## config.mk

```make
export PLATFORM = sky130hd
export DESIGN_NAME = ahb_sram_ctrl
export DESIGN_NICKNAME = d
export VERILOG_FILES = /design/src/rtl/ahb_sram_ctrl.sv
export SDC_FILE = /design/constraint.sdc
export NUM_CORES = 1
export LEC_CHECK = 0
export BUFFER_PORTS_ARGS = -buffer_cell sky130_fd_sc_hd__buf_2
export CAP_MARGIN = 20
export CORE_ASPECT_RATIO = 0.9
export CORE_MARGIN = 4
export CORE_UTILIZATION = 25
export CTS_CLUSTER_DIAMETER = 60
export DETAILED_ROUTE_END_ITERATION = 6
export HOLD_SLACK_MARGIN = 0.08
export SKIP_LAST_GASP = 1
export SLEW_MARGIN = 20
export SYNTH_ARGS = -nofsm -noshare
export SYNTH_HDL_FRONTEND = slang
export SYNTH_SLANG_ARGS = --single-unit
```

## constraint.sdc

```tcl
create_clock -name HCLK -period 4.5 [get_ports HCLK]
set_input_delay 0.675 -clock HCLK [delete_from_list [all_inputs] [get_ports HCLK]]
set_output_delay 0.675 -clock HCLK [all_outputs]
set_load 0.02 [all_outputs]
```

## src/rtl/ahb_sram_ctrl.sv

```systemverilog
// AHB-Lite slave bridging a byte-addressed window onto a single-port synchronous SRAM.
// Programmable wait states; malformed transfers get a two-cycle ERROR response.
module ahb_sram_ctrl #(
  parameter int unsigned ADDR_W      = 24,
  parameter int unsigned WAIT_STATES = 0
) (
  input  logic        HCLK,
  input  logic        HRESETn,
  input  logic        HSEL,
  input  logic [31:0] HADDR,
  input  logic [1:0]  HTRANS,
  input  logic        HWRITE,
  input  logic [2:0]  HSIZE,
  input  logic [31:0] HWDATA,
  output logic [31:0] HRDATA,
  output logic        HREADY,
  output logic [1:0]  HRESP,
  output logic        sram_cen,
  output logic        sram_wen,
  output logic [3:0]  sram_ben,
  output logic [31:0] sram_addr,
  output logic [31:0] sram_din,
  input  logic [31:0] sram_dout
);

  localparam int unsigned CNT_W = $clog2(WAIT_STATES + 2);
  localparam logic [CNT_W-1:0] WR_LAST = CNT_W'(WAIT_STATES);
  localparam logic [CNT_W-1:0] RD_LAST = CNT_W'(WAIT_STATES + 1);

  typedef enum logic [2:0] {
    S_IDLE,
    S_WR,
    S_RD,
    S_ERR1,
    S_ERR2
  } state_t;

  state_t           state;
  logic [CNT_W-1:0] cnt;
  logic [31:0]      addr_q;
  logic [2:0]       size_q;

  logic       accept_c;
  logic       err_c;
  logic [3:0] lanes_c;
  logic       unused_htrans_c;

  assign unused_htrans_c = HTRANS[0];

  // Data-phase completion: reads always need one extra cycle for the SRAM latency.
  always_comb begin
    HREADY = 1'b1;
    case (state)
      S_WR:    HREADY = (cnt == WR_LAST);
      S_RD:    HREADY = (cnt == RD_LAST);
      S_ERR1:  HREADY = 1'b0;
      default: HREADY = 1'b1;
    endcase
  end

  // Address-phase decode and error classification.
  always_comb begin
    accept_c = HSEL & HTRANS[1] & HREADY;
    err_c    = 1'b0;
    if (HSIZE > 3'd2)                               err_c = 1'b1;
    if ((HADDR >> ADDR_W) != 32'd0)                 err_c = 1'b1;
    if ((HSIZE == 3'd1) && HADDR[0])                err_c = 1'b1;
    if ((HSIZE == 3'd2) && (HADDR[1:0] != 2'b00))   err_c = 1'b1;
  end

  always_ff @(posedge HCLK or negedge HRESETn) begin
    if (!HRESETn) begin
      state  <= S_IDLE;
      cnt    <= '0;
      addr_q <= 32'd0;
      size_q <= 3'd0;
    end else begin
      if (accept_c) begin
        addr_q <= HADDR;
        size_q <= HSIZE;
      end
      if (HREADY) begin
        cnt <= '0;
        if (!accept_c)  state <= S_IDLE;
        else if (err_c) state <= S_ERR1;
        else if (HWRITE) state <= S_WR;
        else            state <= S_RD;
      end else if (state == S_ERR1) begin
        state <= S_ERR2;
      end else begin
        cnt <= cnt + CNT_W'(1);
      end
    end
  end

  // Active-low byte lanes for the registered write size/offset.
  always_comb begin
    case (size_q)
      3'd0:    lanes_c = ~(4'b0001 << addr_q[1:0]);
      3'd1:    lanes_c = addr_q[1] ? 4'b0011 : 4'b1100;
      default: lanes_c = 4'h0;
    endcase
  end

  always_comb begin
    HRDATA    = 32'd0;
    HRESP     = 2'd0;
    sram_cen  = 1'b1;
    sram_wen  = 1'b1;
    sram_ben  = 4'hF;
    sram_addr = 32'd0;
    sram_din  = 32'd0;
    case (state)
      S_WR: begin
        sram_addr = {addr_q[31:2], 2'b00};
        if (HREADY) begin
          sram_cen = 1'b0;
          sram_wen = 1'b0;
          sram_ben = lanes_c;
          sram_din = HWDATA;
        end
      end
      S_RD: begin
        sram_addr = {addr_q[31:2], 2'b00};
        if (HREADY) begin
          HRDATA = sram_dout;
        end else begin
          sram_cen = 1'b0;
          sram_ben = 4'h0;
        end
      end
      S_ERR1, S_ERR2: HRESP = 2'd1;
      default: ;
    endcase
  end

endmodule

```

==> impl_metrics.yaml <==
logic_synthesis:
  synth_cell_type_count: 31
  ys_ff_latch: 39
  yosysWarnings: 0
  ys_seq_area_frac: 0.411
  netlist_area_mm2: 0.00238
  synth_common_cells: "and2_1 (96), dfrtp_1 (39), mux2_2 (31)"
  yosys.area.top_type: "dfrtp_1"
  synth_top_area_frac: 0.411
  syn_inst: 229
  synth_area_leaders: "dfrtp_1 (41%), and2_1 (25%), mux2_2 (15%)"
  synth_edf_count: 0
  async_flop_share: 1.00
  synth_ff_type: "dfrtp_1"
  postSynthAreaPerCell_um2: 10.4
  yosysMostFrequentCell: "and2_1"
cells_and_area:
  syn_to_final_growth_pct: 49.7
  drive_gt1_frac: 0.599
  antennaDiodeCount: 0
  stdcell_area_mm2: 0.00356
  layout.cells.non_filler: 548
  finalNetCount: 531
clocking:
  h-tree-depth: 2
  cts.clk_slew.worst_paths_ns: 0.08
  cts-root-buf: "clkbuf_8"
  post_cts_resized: 0
  post-cts-setup-buffers: 0
  insertion_delay_ns: 0.29
  cts_sinks: 39
  numCtsBuffers: 5
  cts_tree: "yes"
  cts_hold_buf: 0
  clockBufferDepth: 2
placement:
  routabilityCongestion: 0.807
  io_buffers: 205
  dpl.hpwl_um: 5760
  dp.cells: 541
  dpl_cell_area_mm2: 0.00346
setup_path:
  cp_max_fo: 30
  crit_arrival_ns: 2.13
  critPathCaptureType: "output port"
  critPathLaunchType: "flip-flop"
  cp.required_ns: 3.83
  path_class: "flip-flop to output port"
  ff2ff_path_depth: 4
job:
  drv_cap: 0
power:
  ir_drop_uv: 284
  power_density_mw_per_mm2: 585
  leakage_nw: 2.00
min_path:
  hp-class: "flip-flop to flip-flop"
  whs_path_depth: 1
floorplan:
  core-area_mm2: 0.00921
  dieArea_mm2: 0.0111
  die_y_um: 100
  start_util: 0.258
  num_rows: 33
  pin_count: 210
  die_w_um: 111
global_route:
  track_usage: 0.122
  grt_pass1_wl_um: 11300
  first_global_vias: 2370
  antenna_found_initial: 0
  overflow: 0
  grt_max_degree: 40
status:
  status: "finished clean"
drt:
  drtIter0Drc: 31
  antenna_left: 0
  wire_per_inst_um: 13.1
  num_vias: 2295
  remaining_drc_errors: 0
  drt-vias-per-instance: 4.19
  firstDrtPassIters: 4
  drt_wl_total_um: 7180
sta:
  hold_viol: 0
  grt_setup_unrepaired: "false"
  slew-limit-headroom: 0.357
  finalCritPeriodShare: 0.623
  fmax_mhz: 357
  fin_worst_skew_ns: 0.00975
  tightest_slew_ns: 0.963
  tns_ns: 0
  setup_viol: 0
  period_minus_slack_ns: 2.80
  whs_ns: 0.502
  finalMaxSlewViolations: 0
==> cell type report <==
class	instances	area, um2
fillers	924	5650
multi-input cells	170	1290
repair buffers	206	1030
flip-flops and latches	39	976
well taps	122	153
clock buffers	6	82.6
inverters	4	15.0
clock inverters	1	8.76
==> placed cells by master (no fill, tap or decap), drive strengths merged, types with 3 or more instances in the layout <==
cell and n:
nor2 4, o21ai 6, and2 96, inv 5
nor3 3, conb 3, mux2 35, buf 206
dfrtp 39, clkbuf 6
==> routing by layer <==
metal,wire (um),track usage,vias to the layer above
met3,691,0.0468,7
met1,2750,0.136,1045
met5,0,0,-
met2,3690,0.223,111
li1,-,-,1132
met4,50,0.0265,0
==> per-stage QoR <==
stage                     power [mW]   util  setup slack (ns)
after floorplan                 1.47      -              2.23
after global placement          1.83  0.376              1.83
after detailed placement        1.85  0.376              1.76
after CTS                       2.12  0.386              1.43
after global routing            2.25  0.386              1.45
final                           2.08  0.386              1.70
==> critical path: stages (launching register included) <==
cell	delay, ns
dfrtp_1	0.49
xnor2_1	0.20
nor2_2	0.74
and2_1	0.24
buf_2	0.16
==> state kept, by name (all words and copies together) (netlist names) <==
name and count:
addr_q 32, size_q 3, state 3, cnt 1
==> where the power goes <==
| group | internal [mW] | total (mW) | switching [mW] | leakage, nW |
|---|---|---|---|---|
| Clock | 0.123 | 0.251 | 0.127 | 0.0477 |
| Combinational | 0.514 | 1.20 | 0.689 | 1.49 |
| Sequential | 0.521 | 0.625 | 0.104 | 0.463 |
==> kinds of logic after synthesis <==
logic type | synth area share
xor+xnor | 0.00737
flops | 0.411
buf+inv | 0.0563
simple gates | 0.310
other cells | 0.00158
mux | 0.178
compound gates | 0.0363
==> worst paths after layout <==
path / slack, ns / startpoint / to
max: 1.70 / state[0] / sram_addr[15]
min: 0.50 / addr_q[15] / addr_q[15]
max reg2reg: 2.63 / cnt / addr_q[7]
min reg2reg: 0.50 / addr_q[15] / addr_q[15]
max in group asynchronous: 3.42 / HRESETn / cnt
min in group asynchronous: 0.51 / HRESETn / addr_q[20]
Note: power is estimated with default switching activity, not from simulation.
